[config.mk]
export PLATFORM = sky130hd
export DESIGN_NAME = debug_dump_engine
export DESIGN_NICKNAME = d
export VERILOG_FILES = /design/src/rtl/debug_dump_engine.sv
export SDC_FILE = /design/constraint.sdc
export NUM_CORES = 1
export LEC_CHECK = 0
export CORE_MARGIN = 4
export CORE_UTILIZATION = 39
export CTS_CLUSTER_DIAMETER = 150
export DETAILED_ROUTE_END_ITERATION = 6
export PLACE_DENSITY = 0.78
export SYNTH_ARGS = -nofsm -noshare
export SYNTH_HDL_FRONTEND = slang
export SYNTH_SLANG_ARGS = --single-unit
[constraint.sdc]
create_clock -name i_clock -period 1.7 [get_ports i_clock]
set_input_delay 0.34 -clock i_clock [delete_from_list [all_inputs] [get_ports i_clock]]
set_output_delay 0.34 -clock i_clock [all_outputs]
set_load 0.02 [all_outputs]
[src/rtl/debug_dump_engine.sv]
// Byte-serialises halted-processor debug state (PC, register bank, data memory) to the debug UART.
// Optional trailing XOR checksum byte when DUMP_CHECKSUM_EN is defined.
module debug_dump_engine #(
  parameter int WORD_W     = 32,
  parameter int RB_DEPTH   = 32,
  parameter int RB_ADDR_W  = 5,
  parameter int MEM_DEPTH  = 32,
  parameter int MEM_ADDR_W = 5
) (
  input  logic                  i_clock,
  input  logic                  i_reset,
  input  logic                  i_start,
  input  logic [WORD_W-1:0]     i_pc_value,
  input  logic [WORD_W-1:0]     i_rb_data,
  input  logic [WORD_W-1:0]     i_mem_data,
  input  logic                  i_tx_done,
  output logic [RB_ADDR_W-1:0]  o_rb_addr,
  output logic                  o_rb_read_enable,
  output logic [MEM_ADDR_W-1:0] o_mem_addr,
  output logic                  o_mem_read_enable,
  output logic [7:0]            o_tx_data,
  output logic                  o_tx_start,
  output logic                  o_busy,
  output logic                  o_done,
  output logic [2:0]            o_state
);

  localparam int NB    = WORD_W / 8;
  localparam int BC_W  = (NB > 1) ? $clog2(NB) : 1;
  localparam int IDX_W = (RB_ADDR_W > MEM_ADDR_W) ? RB_ADDR_W : MEM_ADDR_W;
  localparam bit HAS_MEM = (MEM_DEPTH > 0);
  localparam logic [BC_W-1:0]  BYTE_LAST = BC_W'(NB - 1);
  localparam logic [IDX_W-1:0] RB_LAST   = IDX_W'(RB_DEPTH - 1);
  localparam logic [IDX_W-1:0] MEM_LAST  = IDX_W'((MEM_DEPTH > 0) ? MEM_DEPTH - 1 : 0);

  typedef enum logic [2:0] {
    IDLE    = 3'd0,
    FETCH   = 3'd1,
    LATCH   = 3'd2,
    SEND    = 3'd3,
    WAIT_TX = 3'd4,
    NEXT    = 3'd5,
`ifdef DUMP_CHECKSUM_EN
    CHK     = 3'd6,
`endif
    DONE    = 3'd7
  } state_t;

  typedef enum logic [1:0] {
    SEC_PC  = 2'd0,
    SEC_REG = 2'd1,
    SEC_MEM = 2'd2
  } section_t;

  state_t            state;
  state_t            state_next;
  section_t          section;
  logic [WORD_W-1:0] shift_reg;
  logic [BC_W-1:0]   byte_cnt;
  logic [IDX_W-1:0]  word_idx;
  logic              last_word;
  logic              last_byte;

`ifdef DUMP_CHECKSUM_EN
  logic [7:0] checksum;
  logic       chk_sent;
`endif

  assign last_byte = (byte_cnt == BYTE_LAST);
  // The dump ends at the last memory word, or at the last register when there is no memory section.
  assign last_word = ((section == SEC_MEM) && (word_idx == MEM_LAST)) ||
                     ((section == SEC_REG) && (word_idx == RB_LAST) && !HAS_MEM);

  always_ff @(posedge i_clock) begin
    if (i_reset) begin
      state <= IDLE;
    end else begin
      state <= state_next;
    end
  end

  always_comb begin
    state_next = state;
    case (state)
      IDLE:    if (i_start) state_next = SEND;
      FETCH:   state_next = LATCH;
      LATCH:   state_next = SEND;
      SEND:    state_next = WAIT_TX;
      WAIT_TX: if (i_tx_done) state_next = NEXT;
      NEXT: begin
        if (!last_byte) begin
          state_next = SEND;
        end else if (last_word) begin
`ifdef DUMP_CHECKSUM_EN
          state_next = CHK;
`else
          state_next = DONE;
`endif
        end else begin
          state_next = FETCH;
        end
      end
`ifdef DUMP_CHECKSUM_EN
      CHK:     if (chk_sent && i_tx_done) state_next = DONE;
`endif
      DONE:    state_next = IDLE;
      default: state_next = IDLE;
    endcase
  end

  always_ff @(posedge i_clock) begin
    if (i_reset) begin
      shift_reg <= '0;
      byte_cnt  <= '0;
      word_idx  <= '0;
      section   <= SEC_PC;
`ifdef DUMP_CHECKSUM_EN
      checksum  <= '0;
      chk_sent  <= 1'b0;
`endif
    end else begin
      case (state)
        IDLE: begin
          if (i_start) begin
            shift_reg <= i_pc_value;
            section   <= SEC_PC;
            byte_cnt  <= '0;
            word_idx  <= '0;
`ifdef DUMP_CHECKSUM_EN
            checksum  <= '0;
            chk_sent  <= 1'b0;
`endif
          end
        end
        LATCH: begin
          shift_reg <= (section == SEC_MEM) ? i_mem_data : i_rb_data;
          byte_cnt  <= '0;
        end
`ifdef DUMP_CHECKSUM_EN
        SEND: checksum <= checksum ^ shift_reg[7:0];
        CHK:  chk_sent <= 1'b1;
`endif
        NEXT: begin
          if (!last_byte) begin
            shift_reg <= shift_reg >> 8;
            byte_cnt  <= byte_cnt + 1'b1;
          end else begin
            // Word advance saturates at each section's last index rather than wrapping the address.
            case (section)
              SEC_PC: begin
                section  <= SEC_REG;
                word_idx <= '0;
              end
              SEC_REG: begin
                if (word_idx != RB_LAST) begin
                  word_idx <= word_idx + 1'b1;
                end else if (HAS_MEM) begin
                  section  <= SEC_MEM;
                  word_idx <= '0;
                end
              end
              SEC_MEM: begin
                if (word_idx != MEM_LAST) word_idx <= word_idx + 1'b1;
              end
              default: section <= SEC_PC;
            endcase
          end
        end
        default: ;
      endcase
    end
  end

  always_comb begin
    o_rb_read_enable  = 1'b0;
    o_mem_read_enable = 1'b0;
    o_rb_addr         = '0;
    o_mem_addr        = '0;
    o_tx_start        = 1'b0;
    o_tx_data         = 8'h00;
    if ((state == FETCH) || (state == LATCH)) begin
      if (section == SEC_REG) begin
        o_rb_addr        = word_idx[RB_ADDR_W-1:0];
        o_rb_read_enable = (state == FETCH);
      end else if (section == SEC_MEM) begin
        o_mem_addr        = word_idx[MEM_ADDR_W-1:0];
        o_mem_read_enable = (state == FETCH);
      end
    end
    if (state == SEND) begin
      o_tx_start = 1'b1;
      o_tx_data  = shift_reg[7:0];
    end else if (state == WAIT_TX) begin
      o_tx_data  = shift_reg[7:0];
    end
`ifdef DUMP_CHECKSUM_EN
    if (state == CHK) begin
      o_tx_data  = checksum;
      o_tx_start = !chk_sent;
    end
`endif
  end

  assign o_busy  = (state != IDLE);
  assign o_done  = (state == DONE);
  assign o_state = state;

endmodule

* Yosys cells after proc, flatten, opt, wreduce, memory -nomap -nowiden
Index checks and enable logic that the tools add are counted.
Operators by class: muxes and demuxes 35, $add $sub $neg 2, reduce and logical (&&, ||, !) cells 11, equal/unequal tests 19
Operators by type and width (number):
- $mux 32 | 3
- $pmux 32 s3 | 1
- $mux 5 | 9
- $pmux 3 s6 | 1
- $mux 8 | 2
- $pmux 5 s3 | 1
- $mux 3 | 4
- $pmux 2 s3 | 2
- $ne 2x2->1 const B | 5
- $pmux 5 s2 | 1
- $reduce_and 5->1 | 2
- $eq 3x3->1 const B | 3
- $mux 2 | 4
- $eq 3x2->1 const B | 2
- $mux 1 | 6
- $ne 3x3->1 const B | 2
- $reduce_bool 3->1 | 2
- $add 5x1->5 const B | 1
- $eq 5x5->1 const B | 1
- $ne 5x5->1 const B | 1
- $eq 2x2->1 const B | 2
- $ne 4x3->1 const B | 1
- $pmux 2 s2 | 1
- $eq 3x1->1 const B | 1
- 9 further kinds | 9
Word-level totals: output and inout bits 26, word-level logic and storage cells 72, bits of input ports 100, register bits 44

* Logic depth before layout (Yosys ltp)
word-level depth 5, gate-level depth with buffers 8, depth with buffers taken out 7

* Worst setup path before layout
OpenSTA, ideal clock, no wires.
path type register -> output, start point register state[0], in the netlist o_state[0], end point output port o_mem_read_enable, stages on the path, launching flop included 4, arrival 1.641 ns, setup slack -0.281 ns, data required time 1.360 ns, path buffers 2, cell sequence dfxtp_1 > buf_2 > clkbuf_1 > nor4b_1
Between the ends: longest elaborated chain between the ends 4, elaborated cells on any way between the ends 6, classes of those cells eq/ne: 2; mux: 3; reduce/logical: 1
RTL lines:
- from (decl) | line 55 | state_t state;
- from (signal assigned) | line 78 | state <= state_next;
- $eq 3x1->1 | line 181, 187
- $mux 1 | line 185 | end else if (section == SEC_MEM) begin
- $mux 1 | line 182 | if (section == SEC_REG) begin
- $mux 1 (*) | line 181 | if ((state == FETCH) || (state == LATCH)) begin
- to (decl) | line 20 | output logic o_mem_read_enable,
Mark *: on every way between the ends. The rest lies on a longest branch, timed or not.

* Final worst setup path
start point register section[1], end point output port o_rb_addr[1]
Between the ends: longest elaborated chain between the ends 3
RTL lines:
- from (decl) | line 57 | section_t section;
- from (signal assigned) | line 116 | section <= SEC_PC;
- from (signal assigned) | line 126 | section <= SEC_PC;
- from (signal assigned) | line 151 | section <= SEC_REG;
- $eq 2x1->1 | line 182
- $mux 5 | line 182
- $mux 5 | line 181
- to (decl) | line 17 | output logic [RB_ADDR_W-1:0] o_rb_addr,
No other way between the ends.

==> metrics.cfg <==
[logic_synthesis]
synth_top_cell_area_share_pct = 30.2
post_synthesis_cells = 343
ys_async_sr_fraction_pct = 0
ys_seq_area_share_pct = 30.2
leading_post_synthesis_cells_by_cell_area = sky130_fd_sc_hd__dfxtp_1 (30%), sky130_fd_sc_hd__a221oi_2 (11%), sky130_fd_sc_hd__mux2i_1 (11%), sky130_fd_sc_hd__nor2_1 (9.1%), sky130_fd_sc_hd__a211oi_1 (8.2%)
flip_flop_and_latch_count_after_synthesis = 44
synth.cells.most_frequent = sky130_fd_sc_hd__nor2_1 (71), sky130_fd_sc_hd__dfxtp_1 (44), sky130_fd_sc_hd__a211oi_1 (32), sky130_fd_sc_hd__mux2i_1 (32), sky130_fd_sc_hd__a221oi_2 (22)
synth_ff_type = sky130_fd_sc_hd__dfxtp_1
synth.most_common_cell = sky130_fd_sc_hd__nor2_1
synth.net_count = 451
synth.cell_area_um2 = 2920
synth-edff-count = 0
synth_largest_area_cell = sky130_fd_sc_hd__dfxtp_1
avgSynthCellArea_um2 = 8.51
yosysUniqueCellTypes = 38
synth-warning-count = 0

[critical_path]
crit_buf_inv = 4
worst_r2r_startpoint = o_state[1]
reg2reg_to = shift_reg[6]
list_of_cells_traversed_by_the_critical_path = inv_2 > ha_4 > buf_4 > nor3b_4 > buf_6 > and2_4 > buf_6
critical_path_class = flip-flop to output port
worst-r2r-setup-slack_ns = -0.26
required_time_at_the_endpoint_of_the_critical_path_ns = 1.36
critical_path.most_common_cell = sky130_fd_sc_hd__buf_6
timing.critical_path.from_type = flip-flop
crit_slowest_cell = sky130_fd_sc_hd__dfxtp_2
worstPathArrival_ns = 1.68
max_stage_delay_ns = 0.35
ff2ff_path_depth = 8
crit_path_max_fanout = 4
critical-path-top-delay-family = buffers and inverters
worstSetupEndpointType = output port

[die]
dieArea_um2 = 8930
floorplan.initialDensity_pct = 40.2
floorplan.rows = 31
fp.dieW_um = 94.5
die_y_um = 94.5
count_of_boundary_i_o_pins = 126
placeableCoreArea_um2 = 7250

[placement]
pre_cts_ws_ns = -0.375
io_buffers = 125
post-dp-hpwl_mm = 6.86
gp_congestion = 0.803

[timing]
clock_period_minus_worst_slack_ns = 2.02
slew-limit-headroom_pct = 66.9
timing.hold.ws_ns = 0.515
maxClockFrequency_mhz = 496
worst_clock_skew_ns = 0.0162
worstMarginPinSlew_ns = 0.497
slew_viol_final = 0
final-setup-viol-count = 62
tns_ns = -10.06
final_critical_path_setup_slack_ns = -0.316
rsz_0062_raised_after_global_routing = true
layout_worst_path_cycle_share_pct = 119
hold_viol = 0

[power_and_ir_drop]
power_per_cell_area_nw_per_um2 = 632
cellInternalPower_mw = 2.45
design_power_total_mw = 3.86
share_seq_of_total_power_pct = 33.5
switching_share_pct = 36.5
ir_worst_vdd_v = 0.000348
leakagePower_nw = 2.25
p_comb_share_pct = 48.6
switching_power_total_mw = 1.41
clkPwrFrac_pct = 17.9

[job]
max_cap_violations = 0

[layout]
largest_register_ffs = 32
ff_latch_area_um2 = 897
multi_input_area_um2 = 2620
syn2layout_area_growth_pct = 109
antenna_cells = 0
fillCellCount = 319
finished_core_util_pct = 84.2
layout-drive-gt1-share_pct = 48.3
final_nets = 649

[drt]
via_per_inst = 6.10
drc = 0
antenna_left = 0
wl_mm = 15.6
detailroute.via_count = 3909
first_iter_violations = 365
detailedRoute.firstPassIterationCount = 6
routed_wire_length_per_instance_um = 24.3

[global_routing]
grt_antenna_before_repair = 0
total_congestion_overflow = 0
grt.total_usage_pct = 26.4
grt_start_max_net_pins = 37
number_of_global_route_vias_before_repair = 3720
first_pass_grt_wire_length_mm = 18.4

[clock_tree]
cts_htree_levels = 2
cts_max_path_buffers = 2
insertion_delay_ns = 0.32
cts_made_buffers = 5
clock-sinks = 44
cts_tree = built
root_buffer = sky130_fd_sc_hd__clkbuf_8
clock_pin_slew_reported_for_the_worst_setup_and_hold_paths_after_clock_tree_synthesis_ns = 0.09

[worst_hold_path]
worstHoldStart = shift_reg[26]
worst_hold_path.endpoint = shift_reg[26]
timing.hold.worst_path_depth = 2
hold_class = flip-flop to flip-flop

[status]
outcome = finished, violations left
violations_in_the_final_reports = negative setup slack

==> placed cells by master, fill, tap and decap left out, types with 3 or more instances in the layout <==
cell type | synthesis | final
sky130_fd_sc_hd__a211oi_2 | 0 | 15
sky130_fd_sc_hd__a221oi_2 | 22 | 15
sky130_fd_sc_hd__nand2b_4 | 0 | 3
sky130_fd_sc_hd__clkbuf_16 | 0 | 6
sky130_fd_sc_hd__buf_6 | 5 | 48
sky130_fd_sc_hd__nand2_1 | 5 | 3
sky130_fd_sc_hd__and3_4 | 0 | 3
sky130_fd_sc_hd__nor2b_1 | 10 | 4
sky130_fd_sc_hd__buf_4 | 0 | 48
sky130_fd_sc_hd__and2_4 | 0 | 13
sky130_fd_sc_hd__ha_4 | 0 | 3
sky130_fd_sc_hd__dfxtp_4 | 0 | 4
sky130_fd_sc_hd__clkdlybuf4s50_1 | 0 | 98
sky130_fd_sc_hd__nor2_4 | 0 | 15
sky130_fd_sc_hd__nor3_2 | 0 | 4
sky130_fd_sc_hd__nor2_2 | 0 | 13
sky130_fd_sc_hd__buf_12 | 0 | 9
sky130_fd_sc_hd__o21ai_1 | 0 | 5
sky130_fd_sc_hd__nor2_1 | 71 | 43
sky130_fd_sc_hd__buf_8 | 0 | 3
sky130_fd_sc_hd__a221oi_4 | 0 | 9
sky130_fd_sc_hd__nor2b_4 | 0 | 5
sky130_fd_sc_hd__nor3_1 | 11 | 7
sky130_fd_sc_hd__o211ai_1 | 4 | 4
sky130_fd_sc_hd__dfxtp_1 | 44 | 39
sky130_fd_sc_hd__mux2i_2 | 0 | 3
sky130_fd_sc_hd__mux2i_1 | 32 | 28
sky130_fd_sc_hd__nand4_1 | 6 | 6
sky130_fd_sc_hd__clkbuf_8 | 0 | 5
sky130_fd_sc_hd__a21oi_1 | 13 | 6
sky130_fd_sc_hd__nand3_1 | 6 | 4
sky130_fd_sc_hd__a21oi_2 | 0 | 5
sky130_fd_sc_hd__a211oi_1 | 32 | 15
sky130_fd_sc_hd__ha_1 | 8 | 4
==> layer usage <==
layer | up-vias | wire [um] | share of wire [%] | global-route usage, %
met1 | 1883 | 5680 | 36 | 29.9
met3 | 86 | 1240 | 8.0 | 5.74
met4 | 0 | 895 | 5.7 | 8.89
li1 | 1674 | - | - | -
met2 | 266 | 7790 | 50 | 48.6
met5 | - | 0 | 0 | 0
==> what timing repair did <==
item / in CTS / in global routing
resized for setup: 224 / 119
hold buffers: 0 / 0
pin swaps: 30 / 43
setup endpoints to repair: 65 / 63
cloned: 9 / 8
buffers inserted: 33 / 22
==> through the flow <==
stage / instances / cell area (um^2)
finish: 641 / 6110
global route: 641 / 6110
CTS: 619 / 5350
detailed placement: 572 / 4510
global placement: 572 / 4510
floorplan: 343 / 2980
==> power groups by stage <==
stage / sequential, mW / combinational (mW) / clock, mW
final: 1.29 / 1.88 / 0.692
after global placement: 1.27 / 0.993 / 0
after detailed placement: 1.28 / 1.02 / 0
after CTS: 1.26 / 1.39 / 0.667
after floorplan: 1.25 / 0.602 / 0
after global routing: 1.30 / 1.95 / 0.729
==> kinds of logic (layout without fill, tap and decap cells) <==
group	after synthesis	after routing	share of synthesized area, %
flops	44	44	30.2
buf+inv	37	232	6.39
compound gates	83	84	25.7
xor+xnor	2	2	0.600
mux	32	32	11.0
simple gates	137	140	22.7
fa+ha+maj	8	8	3.43
==> area by class of cell <==
type                            instances  share of cell area (%)
Tap cell                               99                    2.03
Inverter                                4                   0.246
Timing Repair Buffer                  220                    38.7
Multi-Input combinational cell        266                    43.0
Clock buffer                            6                    1.19
Sequential cell                        44                    14.7
Clock inverter                          2                   0.205
==> worst max path at each step <==
stage                          start            end  cells past startpoint
after floorplan           o_state[2]  shift_reg[20]                      8
after global placement    section[1]  o_mem_addr[2]                      7
after detailed placement  section[1]  o_mem_addr[4]                      7
after CTS                 o_state[1]   o_rb_addr[4]                      6
after global routing      o_state[1]   o_rb_addr[1]                      6
final                     section[1]   o_rb_addr[1]                      7
==> worst reg2reg max path, stage by stage (launching register included) <==
cell and delay [ns]:
sky130_fd_sc_hd__dfxtp_4 0.39, sky130_fd_sc_hd__buf_12 0.12, sky130_fd_sc_hd__buf_8 0.11, sky130_fd_sc_hd__or3b_4 0.43
sky130_fd_sc_hd__buf_6 0.17, sky130_fd_sc_hd__buf_12 0.15, sky130_fd_sc_hd__nor2_2 0.15, sky130_fd_sc_hd__a221oi_2 0.06
sky130_fd_sc_hd__a211oi_1 0.29
No activity file was read; power rests on OpenSTA's default activity.
